===== config.mk =====
export PLATFORM = sky130hd
export DESIGN_NAME = vend_ctrl_flat
export DESIGN_NICKNAME = d
export VERILOG_FILES = /design/src/rtl/vend_ctrl_if.sv /design/src/rtl/vend_ctrl.sv /design/src/flat_wrapper.sv
export SDC_FILE = /design/constraint.sdc
export NUM_CORES = 1
export LEC_CHECK = 0
export CAP_MARGIN = 20
export CELL_PAD_IN_SITES_DETAIL_PLACEMENT = 1
export CELL_PAD_IN_SITES_GLOBAL_PLACEMENT = 1
export CORE_MARGIN = 2
export CORE_UTILIZATION = 46
export DETAILED_ROUTE_END_ITERATION = 6
export DONT_BUFFER_PORTS = 1
export PLACE_DENSITY_LB_ADDON = 0.15
export SYNTH_ARGS = -nofsm -noshare
export SYNTH_HDL_FRONTEND = slang
export SYNTH_SLANG_ARGS = --single-unit

===== constraint.sdc =====
create_clock -name clk -period 2.55 [get_ports clk]
set_clock_uncertainty 0.1 [all_clocks]
set_input_delay 0.3825 -clock clk [delete_from_list [all_inputs] [get_ports clk]]
set_output_delay 0.3825 -clock clk [all_outputs]
set_load 0.02 [all_outputs]

===== src/rtl/vend_ctrl_if.sv =====
// Vending controller bus: coin/cancel inputs, dispense and change handshakes,
// and the credit/sales status outputs.
interface vend_ctrl_if;
    logic [1:0] coin;
    logic       coin_valid;
    logic       cancel;
    logic       disp_ack;
    logic       chg_ack;
    logic [5:0] credit;
    logic       disp_req;
    logic       chg_req;
    logic [5:0] chg_amt;
    logic       coin_rej;
    logic       busy;
    logic [7:0] sales;

    modport master (
        output coin, coin_valid, cancel, disp_ack, chg_ack,
        input  credit, disp_req, chg_req, chg_amt, coin_rej, busy, sales
    );

    modport slave (
        input  coin, coin_valid, cancel, disp_ack, chg_ack,
        output credit, disp_req, chg_req, chg_amt, coin_rej, busy, sales
    );
endinterface


===== src/rtl/vend_ctrl.sv =====
// Vending machine controller: accumulates coins, requests a dispense once the
// price is met, then hands any surplus or a cancelled credit to the change unit.
module vend_ctrl #(
    parameter int PRICE = 30
) (
    input  logic        clk,
    input  logic        rst,
    vend_ctrl_if.slave  bus
);

    typedef enum logic [2:0] {
        IDLE     = 3'd0,
        COLLECT  = 3'd1,
        DISPENSE = 3'd2,
        CHANGE   = 3'd3,
        REFUND   = 3'd4
    } state_t;

    localparam logic [5:0] PRICE_C = 6'(PRICE);

    state_t     state_q, state_d;
    logic [5:0] credit_q, credit_d;
    logic       disp_req_q, disp_req_d;
    logic       chg_req_q, chg_req_d;
    logic [5:0] chg_amt_q, chg_amt_d;
    logic       coin_rej_q, coin_rej_d;
    logic [7:0] sales_q, sales_d;

    logic       coin_hit;
    logic [5:0] coin_val;
    logic [5:0] credit_sum;

    always_comb begin
        case (bus.coin)
            2'b01:   coin_val = 6'd5;
            2'b10:   coin_val = 6'd10;
            2'b11:   coin_val = 6'd25;
            default: coin_val = 6'd0;
        endcase
    end

    // A zero coin code is treated as "no coin" even when coin_valid is high.
    assign coin_hit   = bus.coin_valid && (bus.coin != 2'b00);
    assign credit_sum = credit_q + coin_val;

    always_comb begin
        state_d    = state_q;
        credit_d   = credit_q;
        disp_req_d = disp_req_q;
        chg_req_d  = chg_req_q;
        chg_amt_d  = chg_amt_q;
        coin_rej_d = 1'b0;
        sales_d    = sales_q;

        case (state_q)
            IDLE, COLLECT: begin
                // Cancel outranks a simultaneous coin, which is bounced.
                if (bus.cancel && coin_hit)
                    coin_rej_d = 1'b1;
                if (bus.cancel && state_q == COLLECT && credit_q != 6'd0) begin
                    state_d   = REFUND;
                    chg_req_d = 1'b1;
                    chg_amt_d = credit_q;
                    credit_d  = 6'd0;
                end else if (coin_hit && !bus.cancel) begin
                    credit_d = credit_sum;
                    if (credit_sum >= PRICE_C) begin
                        state_d    = DISPENSE;
                        disp_req_d = 1'b1;
                    end else begin
                        state_d = COLLECT;
                    end
                end
            end

            DISPENSE: begin
                coin_rej_d = coin_hit;
                if (bus.disp_ack) begin
                    disp_req_d = 1'b0;
                    sales_d    = sales_q + 8'd1;
                    credit_d   = 6'd0;
                    if (credit_q > PRICE_C) begin
                        state_d   = CHANGE;
                        chg_req_d = 1'b1;
                        chg_amt_d = credit_q - PRICE_C;
                    end else begin
                        state_d = IDLE;
                    end
                end
            end

            CHANGE, REFUND: begin
                coin_rej_d = coin_hit;
                if (bus.chg_ack) begin
                    chg_req_d = 1'b0;
                    chg_amt_d = 6'd0;
                    state_d   = IDLE;
                end
            end

            default: begin
                state_d    = IDLE;
                credit_d   = 6'd0;
                disp_req_d = 1'b0;
                chg_req_d  = 1'b0;
                chg_amt_d  = 6'd0;
            end
        endcase
    end

    always_ff @(posedge clk) begin
        if (rst) begin
            state_q    <= IDLE;
            credit_q   <= 6'd0;
            disp_req_q <= 1'b0;
            chg_req_q  <= 1'b0;
            chg_amt_q  <= 6'd0;
            coin_rej_q <= 1'b0;
            sales_q    <= 8'd0;
        end else begin
            state_q    <= state_d;
            credit_q   <= credit_d;
            disp_req_q <= disp_req_d;
            chg_req_q  <= chg_req_d;
            chg_amt_q  <= chg_amt_d;
            coin_rej_q <= coin_rej_d;
            sales_q    <= sales_d;
        end
    end

    assign bus.credit   = credit_q;
    assign bus.disp_req = disp_req_q;
    assign bus.chg_req  = chg_req_q;
    assign bus.chg_amt  = chg_amt_q;
    assign bus.coin_rej = coin_rej_q;
    assign bus.busy     = (state_q == DISPENSE) || (state_q == CHANGE) || (state_q == REFUND);
    assign bus.sales    = sales_q;

endmodule

===== src/flat_wrapper.sv =====
// flat-port wrapper written by rule: the top's interface ports become plain ports
module vend_ctrl_flat 
#(
    parameter int PRICE = 30
)
  (clk, rst, bus_coin, bus_coin_valid, bus_cancel, bus_disp_ack, bus_chg_ack, bus_credit, bus_disp_req, bus_chg_req, bus_chg_amt, bus_coin_rej, bus_busy, bus_sales);
  vend_ctrl_if bus_i ();
  input  logic clk;
  input  logic rst;
  input wire logic [$bits(bus_i.coin)-1:0] bus_coin;
  input wire logic [$bits(bus_i.coin_valid)-1:0] bus_coin_valid;
  input wire logic [$bits(bus_i.cancel)-1:0] bus_cancel;
  input wire logic [$bits(bus_i.disp_ack)-1:0] bus_disp_ack;
  input wire logic [$bits(bus_i.chg_ack)-1:0] bus_chg_ack;
  output wire logic [$bits(bus_i.credit)-1:0] bus_credit;
  output wire logic [$bits(bus_i.disp_req)-1:0] bus_disp_req;
  output wire logic [$bits(bus_i.chg_req)-1:0] bus_chg_req;
  output wire logic [$bits(bus_i.chg_amt)-1:0] bus_chg_amt;
  output wire logic [$bits(bus_i.coin_rej)-1:0] bus_coin_rej;
  output wire logic [$bits(bus_i.busy)-1:0] bus_busy;
  output wire logic [$bits(bus_i.sales)-1:0] bus_sales;
  assign bus_i.coin = bus_coin;
  assign bus_i.coin_valid = bus_coin_valid;
  assign bus_i.cancel = bus_cancel;
  assign bus_i.disp_ack = bus_disp_ack;
  assign bus_i.chg_ack = bus_chg_ack;
  assign bus_credit = bus_i.credit;
  assign bus_disp_req = bus_i.disp_req;
  assign bus_chg_req = bus_i.chg_req;
  assign bus_chg_amt = bus_i.chg_amt;
  assign bus_coin_rej = bus_i.coin_rej;
  assign bus_busy = bus_i.busy;
  assign bus_sales = bus_i.sales;
  vend_ctrl #(.PRICE(PRICE)) u_core (.clk(clk), .rst(rst), .bus(bus_i));
endmodule

==> impl_metrics.json, run 1 <==
{
  "fp.dieArea_mm2": 0.00402,
  "slew_violations": 0,
  "ys_seq_elements": 26,
  "dieHeight_um": 63.4,
  "crit_family": "compound AO/OA/AOI/OAI gates",
  "outcome": "complete, no violations",
  "worst_slew_pin_slew_ns": 0.858,
  "synthDistinctLibCells": 50,
  "gp_congestion": 0.792,
  "seq_area_frac_synth": 0.320,
  "worst-setup-path-type": "flip-flop to flip-flop",
  "grt-ovfl-total": 0,
  "fmax_mhz": 398,
  "area_growth_pct": 8.71,
  "rows": 21,
  "r2r-start": "u_core.bus.credit[0]",
  "crit_chain": "ha_1 > inv_1 > fa_1 > nand2b_1 > a21oi_1 > xor2_1 > a41oi_2 > a2111oi_2",
  "cts_tree": "done",
  "reg2reg_slack_ns": 0.04,
  "timing.final.ws_setup_ns": 0.0358,
  "clk_pin_slew_ns": 0.15,
  "initial_utilization": 0.483,
  "grt_pass1_vias": 1511,
  "synth.avg_cell_area_um2": 8.50,
  "nets": 213,
  "dieWidth_um": 63.4,
  "clock_sinks": 26,
  "crit_fanout": 3,
  "syn_nets": 207,
  "crit_slowest_cell": "fa_1",
  "p_per_area_mw_per_mm2": 498,
  "combPwrFrac": 0.164,
  "cts.htree.levels": 1,
  "seq_area_um2": 520,
  "grt_usage": 0.230,
  "multi_input_area_mm2": 0.00101,
  "reg2reg_depth": 8,
  "swShare": 0.279,
  "vdd_drop_max_v": 0.000256,
  "min_from": "bus_cancel",
  "vias_per_cell": 5.90,
  "pwr-share-clk": 0.332,
  "switchingPower_uw": 245,
  "ys.flop_type": "dfxtp_1",
  "grt_pass1_wl_mm": 7.40,
  "drc": 0,
  "coreArea_mm2": 0.00336,
  "holdPathEnd": "u_core.bus.coin_rej",
  "ys_warn_count": 0,
  "synth_edf_count": 0,
  "antennaDiodeCount": 0,
  "cp-start-kind": "flip-flop",
  "drtIter0Drc": 108,
  "dp_hpwl_mm": 3.11,
  "dp.cells": 234,
  "dp_slack_ns": 0.0824,
  "power_frac_seq": 0.504,
  "wl_mm": 4.39,
  "tns_ns": 0,
  "synthArstFlopShare": 0,
  "clk_path_buf_depth": 2,
  "postRouteAntennaNets": 0,
  "firstDrtPassIters": 4,
  "pin_count": 32,
  "holdCritPathClass": "input port to flip-flop",
  "cts-root-buf": "clkbuf_4",
  "endpoint_kind": "flip-flop",
  "p_total_uw": 879,
  "cp_slowest_stage_delay_ns": 0.40,
  "internal-power_uw": 634,
  "port-buffer-count": 0,
  "post-route-period-util": 0.986,
  "hold_viol_final": 0,
  "drive_above_1_share": 0.138,
  "min_period_ns": 2.51,
  "crit_start": "u_core.bus.credit[0]",
  "drv_cap": 0,
  "p_leak_nw": 0.656,
  "grt_max_degree": 20,
  "vias": 1428,
  "stdcell_count": 242,
  "slew_headroom": 0.426,
  "cts_inserted_buffers": 3,
  "insertion_delay_ns": 0.33,
  "antenna_found_initial": 0,
  "wl_per_cell_um": 18.1,
  "r2r_end": "u_core.bus.disp_req",
  "syn_area_mm2": 0.00162,
  "arrival_ns": 2.66,
  "cp.required_ns": 2.69,
  "synthCells": 191,
  "fillers": 440,
  "hold_depth": 2,
  "crit_buf_inv": 1,
  "setup_viol": 0
}
[cell usage after synthesis (all sizes together), types with 4 or more instances]
| cell type | count | area (um^2) |
|---|---|---|
| a211oi | 10 | 118 |
| a21oi | 10 | 50.1 |
| a22oi | 4 | 30.0 |
| buf | 7 | 58.8 |
| clkbuf | 4 | 15.0 |
| dfxtp | 26 | 521 |
| ha | 7 | 87.6 |
| inv | 8 | 30.0 |
| nand2 | 12 | 47.6 |
| nand3 | 10 | 50.1 |
| nor2 | 30 | 118 |
| o21ai | 9 | 45.0 |
| xnor2 | 4 | 35.0 |
| xor2 | 7 | 61.3 |
[power by group through the flow]
stage                     registers (mW)  logic [mW]  clock network (mW)
after global routing               0.445       0.159               0.313
after floorplan                    0.451       0.104                   0
final                              0.443       0.144               0.292
after global placement             0.450       0.122                   0
after CTS                          0.443       0.136               0.297
after detailed placement           0.452       0.126                   0
[area by class of cell]
cell class / count / share of cell area
clock buffers: 3 / 0.0128
clock inverters: 1 / 0.0170
inverters: 8 / 0.0170
multi-input cells: 146 / 0.571
flip-flops and latches: 26 / 0.295
well taps: 46 / 0.0326
repair buffers: 12 / 0.0553
[cell families after synthesis]
kind of cell,Yosys count,share of synthesized area
buffers and inverters,19,0.0639
adder cells (fa/ha/maj),8,0.0663
AO/OA/AOI/OAI,49,0.245
AND/OR/NAND/NOR,77,0.239
multiplexers,1,0.00616
flip-flops,26,0.320
XOR/XNOR,11,0.0593
[how the worst max path moves through the flow]
stage	to	slack, ns	cells past startpoint
floorplan	u_core.bus.disp_req	0.23	8
global placement	u_core.bus.disp_req	0.25	8
detailed placement	u_core.bus.disp_req	0.08	8
CTS	u_core.bus.disp_req	0.08	8
global route	u_core.bus.disp_req	-0.09	8
finish	u_core.bus.disp_req	0.04	8
[metal layers]
metal	share of wire	vias up	global-route usage	wire [um]
met5	0	-	0	0
met3	0.059	9	0.0429	257
met2	0.50	45	0.380	2210
met4	0.020	0	0.0951	89
li1	-	689	-	-
met1	0.42	685	0.294	1830
[placed cells by master (no fill, tap or decap), types with 4 or more instances in the layout]
| cell type | instances |
|---|---|
| ha_1 | 7 |
| o21ai_1 | 4 |
| a211oi_2 | 6 |
| o21ai_0 | 5 |
| nand3_1 | 10 |
| nor2_1 | 28 |
| a21oi_1 | 10 |
| dfxtp_1 | 26 |
| xnor2_1 | 4 |
| xor2_1 | 7 |
| buf_4 | 9 |
| nand2_1 | 11 |
| a22oi_1 | 4 |
| inv_1 | 8 |
[state kept, by name (all words and copies together), names as in the netlist]
signal               flops
u_core.bus.sales         8
u_core.bus.chg_amt       6
u_core.bus.disp_req      1
u_core.state_q           3
u_core.bus.chg_req       1
u_core.bus.coin_rej      1
u_core.bus.credit        6
[per-stage QoR]
stage / hold slack, ns / cell area (um^2) / utilization
after floorplan: 0.351 / 1620 / -
after global placement: 0.354 / 1670 / 0.496
after detailed placement: 0.355 / 1670 / 0.496
after CTS: 0.00747 / 1740 / 0.517
after global routing: 0.0988 / 1770 / 0.525
final: 0.0908 / 1770 / 0.525
[what timing repair did]
item	CTS	global route
hold buffers	2	1
gates resized for setup	0	1
buffers inserted	0	1
endpoints found under the hold margin	19	1
endpoints found under the setup margin	0	1
No activity file was read; power rests on OpenSTA's default activity.
==> run 2: changes to the inputs <==
--- a/config.mk
+++ b/config.mk
@@ -9,7 +9,7 @@
 export CELL_PAD_IN_SITES_DETAIL_PLACEMENT = 1
 export CELL_PAD_IN_SITES_GLOBAL_PLACEMENT = 1
 export CORE_MARGIN = 2
-export CORE_UTILIZATION = 46
+export CORE_UTILIZATION = 42
 export DETAILED_ROUTE_END_ITERATION = 6
 export DONT_BUFFER_PORTS = 1
 export PLACE_DENSITY_LB_ADDON = 0.15
==> constraint.sdc (replaced) <==
create_clock -name clk -period 2.1 [get_ports clk]
set_clock_uncertainty 0.1 [all_clocks]
set_input_delay 0.315 -clock clk [delete_from_list [all_inputs] [get_ports clk]]
set_output_delay 0.315 -clock clk [all_outputs]
set_load 0.02 [all_outputs]
==> run 2 against run 1 <==
The run now ends with setup timing left. Non-clock buffer count increased by 19. Worst setup slack lost 0.046 ns. Clock-buffer cell count rose by 1. Utilization rose by 3.1 points. Critical path type unchanged. Largest cell class unchanged. Largest power group unchanged.
==> impl_metrics.json, run 2 (synthesized netlist as in run 1, its figures left out) <==
{
  "dieWidth_um": 66.2,
  "pwr-share-clk": 0.303,
  "gp_congestion": 0.904,
  "fmax_mhz": 474,
  "holdCritPathClass": "input port to flip-flop",
  "nets": 232,
  "hold_viol_final": 0,
  "cp-start-kind": "flip-flop",
  "combPwrFrac": 0.212,
  "internal-power_uw": 778,
  "grt_max_degree": 25,
  "cts.htree.levels": 1,
  "clock_sinks": 26,
  "drv_cap": 0,
  "port-buffer-count": 0,
  "vdd_drop_max_v": 0.000289,
  "arrival_ns": 2.19,
  "reg2reg_depth": 9,
  "cp_slowest_stage_delay_ns": 0.37,
  "crit_buf_inv": 2,
  "endpoint_kind": "flip-flop",
  "dp.cells": 250,
  "grt_pass1_wl_mm": 7.89,
  "power_frac_seq": 0.485,
  "fillers": 439,
  "drc": 0,
  "holdPathEnd": "u_core.bus.sales[6]",
  "insertion_delay_ns": 0.28,
  "switchingPower_uw": 329,
  "crit_family": "compound AO/OA/AOI/OAI gates",
  "cts_inserted_buffers": 3,
  "wl_per_cell_um": 19.5,
  "area_growth_pct": 26.2,
  "worst-setup-path-type": "flip-flop to flip-flop",
  "largest_register_ffs": 8,
  "r2r-start": "u_core.bus.credit[0]",
  "finalInstanceArea_mm2": 0.00205,
  "min_from": "rst",
  "clk_pin_slew_ns": 0.09,
  "outcome": "complete, but fails checks",
  "grt_pass1_vias": 1592,
  "post-route-period-util": 1.00,
  "r2r_end": "u_core.state_q[0]",
  "vias": 1522,
  "swShare": 0.297,
  "clk_path_buf_depth": 2,
  "placedInstanceArea_mm2": 0.00180,
  "rows": 22,
  "antennaDiodeCount": 0,
  "min_period_ns": 2.11,
  "crit_chain": "ha_4 > inv_2 > fa_2 > nand2b_4 > a21oi_4 > xor2_2 > a41oi_2 > buf_4 > a31o_1",
  "slew_violations": 0,
  "coreArea_mm2": 0.00369,
  "postRouteAntennaNets": 0,
  "p_per_area_mw_per_mm2": 540,
  "cp.required_ns": 2.18,
  "crit_slowest_cell": "dfxtp_4",
  "hold_slack_ns": 0.0108,
  "slew_headroom": 0.576,
  "p_leak_nw": 0.784,
  "cts_tree": "done",
  "initial_utilization": 0.440,
  "setup_viol": 1,
  "grt-ovfl-total": 0,
  "violations": "setup timing",
  "grt_usage": 0.238,
  "wl_mm": 5.14,
  "firstDrtPassIters": 4,
  "timing.final.ws_setup_ns": -0.0102,
  "crit_fanout": 2,
  "pin_count": 32,
  "drtIter0Drc": 69,
  "drive_above_1_share": 0.284,
  "reg2reg_slack_ns": -0.01,
  "antenna_found_initial": 0,
  "fp.dieArea_mm2": 0.00438,
  "rsz0062_at_grt": "yes",
  "stdcell_count": 263,
  "vias_per_cell": 5.79,
  "hold_depth": 1,
  "layout.cells.most_common": "nor2_1",
  "worst_slew_pin_slew_ns": 0.634,
  "cts-root-buf": "clkbuf_8",
  "dieHeight_um": 66.2,
  "p_total_mw": 1.11,
  "dp_hpwl_mm": 3.53,
  "final_cell_mix": "28 x nor2_1, 24 x buf_4, 22 x dfxtp_1, 11 x nand2_1, 10 x nand3_1"
}
[run 2: cell count changes in the layout (fill, tap and decap cells not counted), moves of 3 or more]
cell	change
clkbuf_4	-3
clkbuf_8	+4
dlygate4sd3_1	+3
dfxtp_1	-4
o21ai_0	-3
buf_4	+15
[run 2: stage by stage]
step / TNS (ns) / util / setup slack [ns]
floorplan: 0 / - / 0.00157
global placement: -0.0525 / 0.487 / -0.0269
detailed placement: -0.602 / 0.487 / -0.204
CTS: -0.337 / 0.531 / -0.153
global route: -0.116 / 0.556 / -0.0599
finish: -0.0102 / 0.556 / -0.0102
[run 2: worst register-to-register path, cell delays in order (launching register included)]
cell      delay, ns
dfxtp_4        0.37
ha_4           0.13
inv_2          0.03
fa_2           0.34
nand2b_4       0.16
a21oi_4        0.15
xor2_2         0.19
a41oi_2        0.19
buf_4          0.20
a31o_1         0.16
[run 2: power by group through the flow]
| stage | combinational [mW] | sequential [mW] | clock, mW |
|---|---|---|---|
| after floorplan | 0.129 | 0.547 | 0 |
| after global placement | 0.172 | 0.544 | 0 |
| after detailed placement | 0.183 | 0.545 | 0 |
| after CTS | 0.205 | 0.534 | 0.345 |
| after global routing | 0.255 | 0.539 | 0.361 |
| final | 0.235 | 0.537 | 0.335 |
[run 2: how the worst max path moves through the flow]
stage                    startpoint              endpoint  slack, ns  depth (start not counted)
6_report       u_core.bus.credit[0]     u_core.state_q[0]      -0.01                          9
2_1_floorplan  u_core.bus.credit[0]   u_core.bus.disp_req      0.002                          8
3_3_place_gp            bus_coin[0]     u_core.state_q[1]      -0.03                          9
5_1_grt        u_core.bus.credit[0]     u_core.state_q[0]      -0.06                          9
4_1_cts        u_core.bus.credit[0]   u_core.bus.disp_req      -0.15                          8
3_5_place_dp            bus_coin[0]  u_core.bus.credit[5]      -0.20                          8
[run 2: repair_timing]
action	4_1_cts	5_1_grt
buffers inserted	4	0
pin swaps	9	10
resized for setup	8	14
hold buffers	3	3
setup endpoints to repair	9	17
hold endpoints to repair	21	12
[run 2: layout make-up]
| cell class | count | area [um^2] | area share |
|---|---|---|---|
| Inverter | 8 | 30.0 | 0.0147 |
| Timing Repair Buffer | 31 | 260 | 0.127 |
| Tap cell | 48 | 60.1 | 0.0293 |
| Sequential cell | 26 | 531 | 0.259 |
| Clock buffer | 4 | 55.1 | 0.0269 |
| Multi-Input combinational cell | 146 | 1110 | 0.543 |
[run 2: metal layers]
| layer | vias to the layer above | track usage | share of wire |
|---|---|---|---|
| met3 | 8 | 0.0511 | 0.040 |
| met2 | 35 | 0.424 | 0.52 |
| met5 | - | 0 | 0 |
| met4 | 0 | 0.0842 | 0.016 |
| met1 | 753 | 0.277 | 0.43 |
| li1 | 726 | - | - |
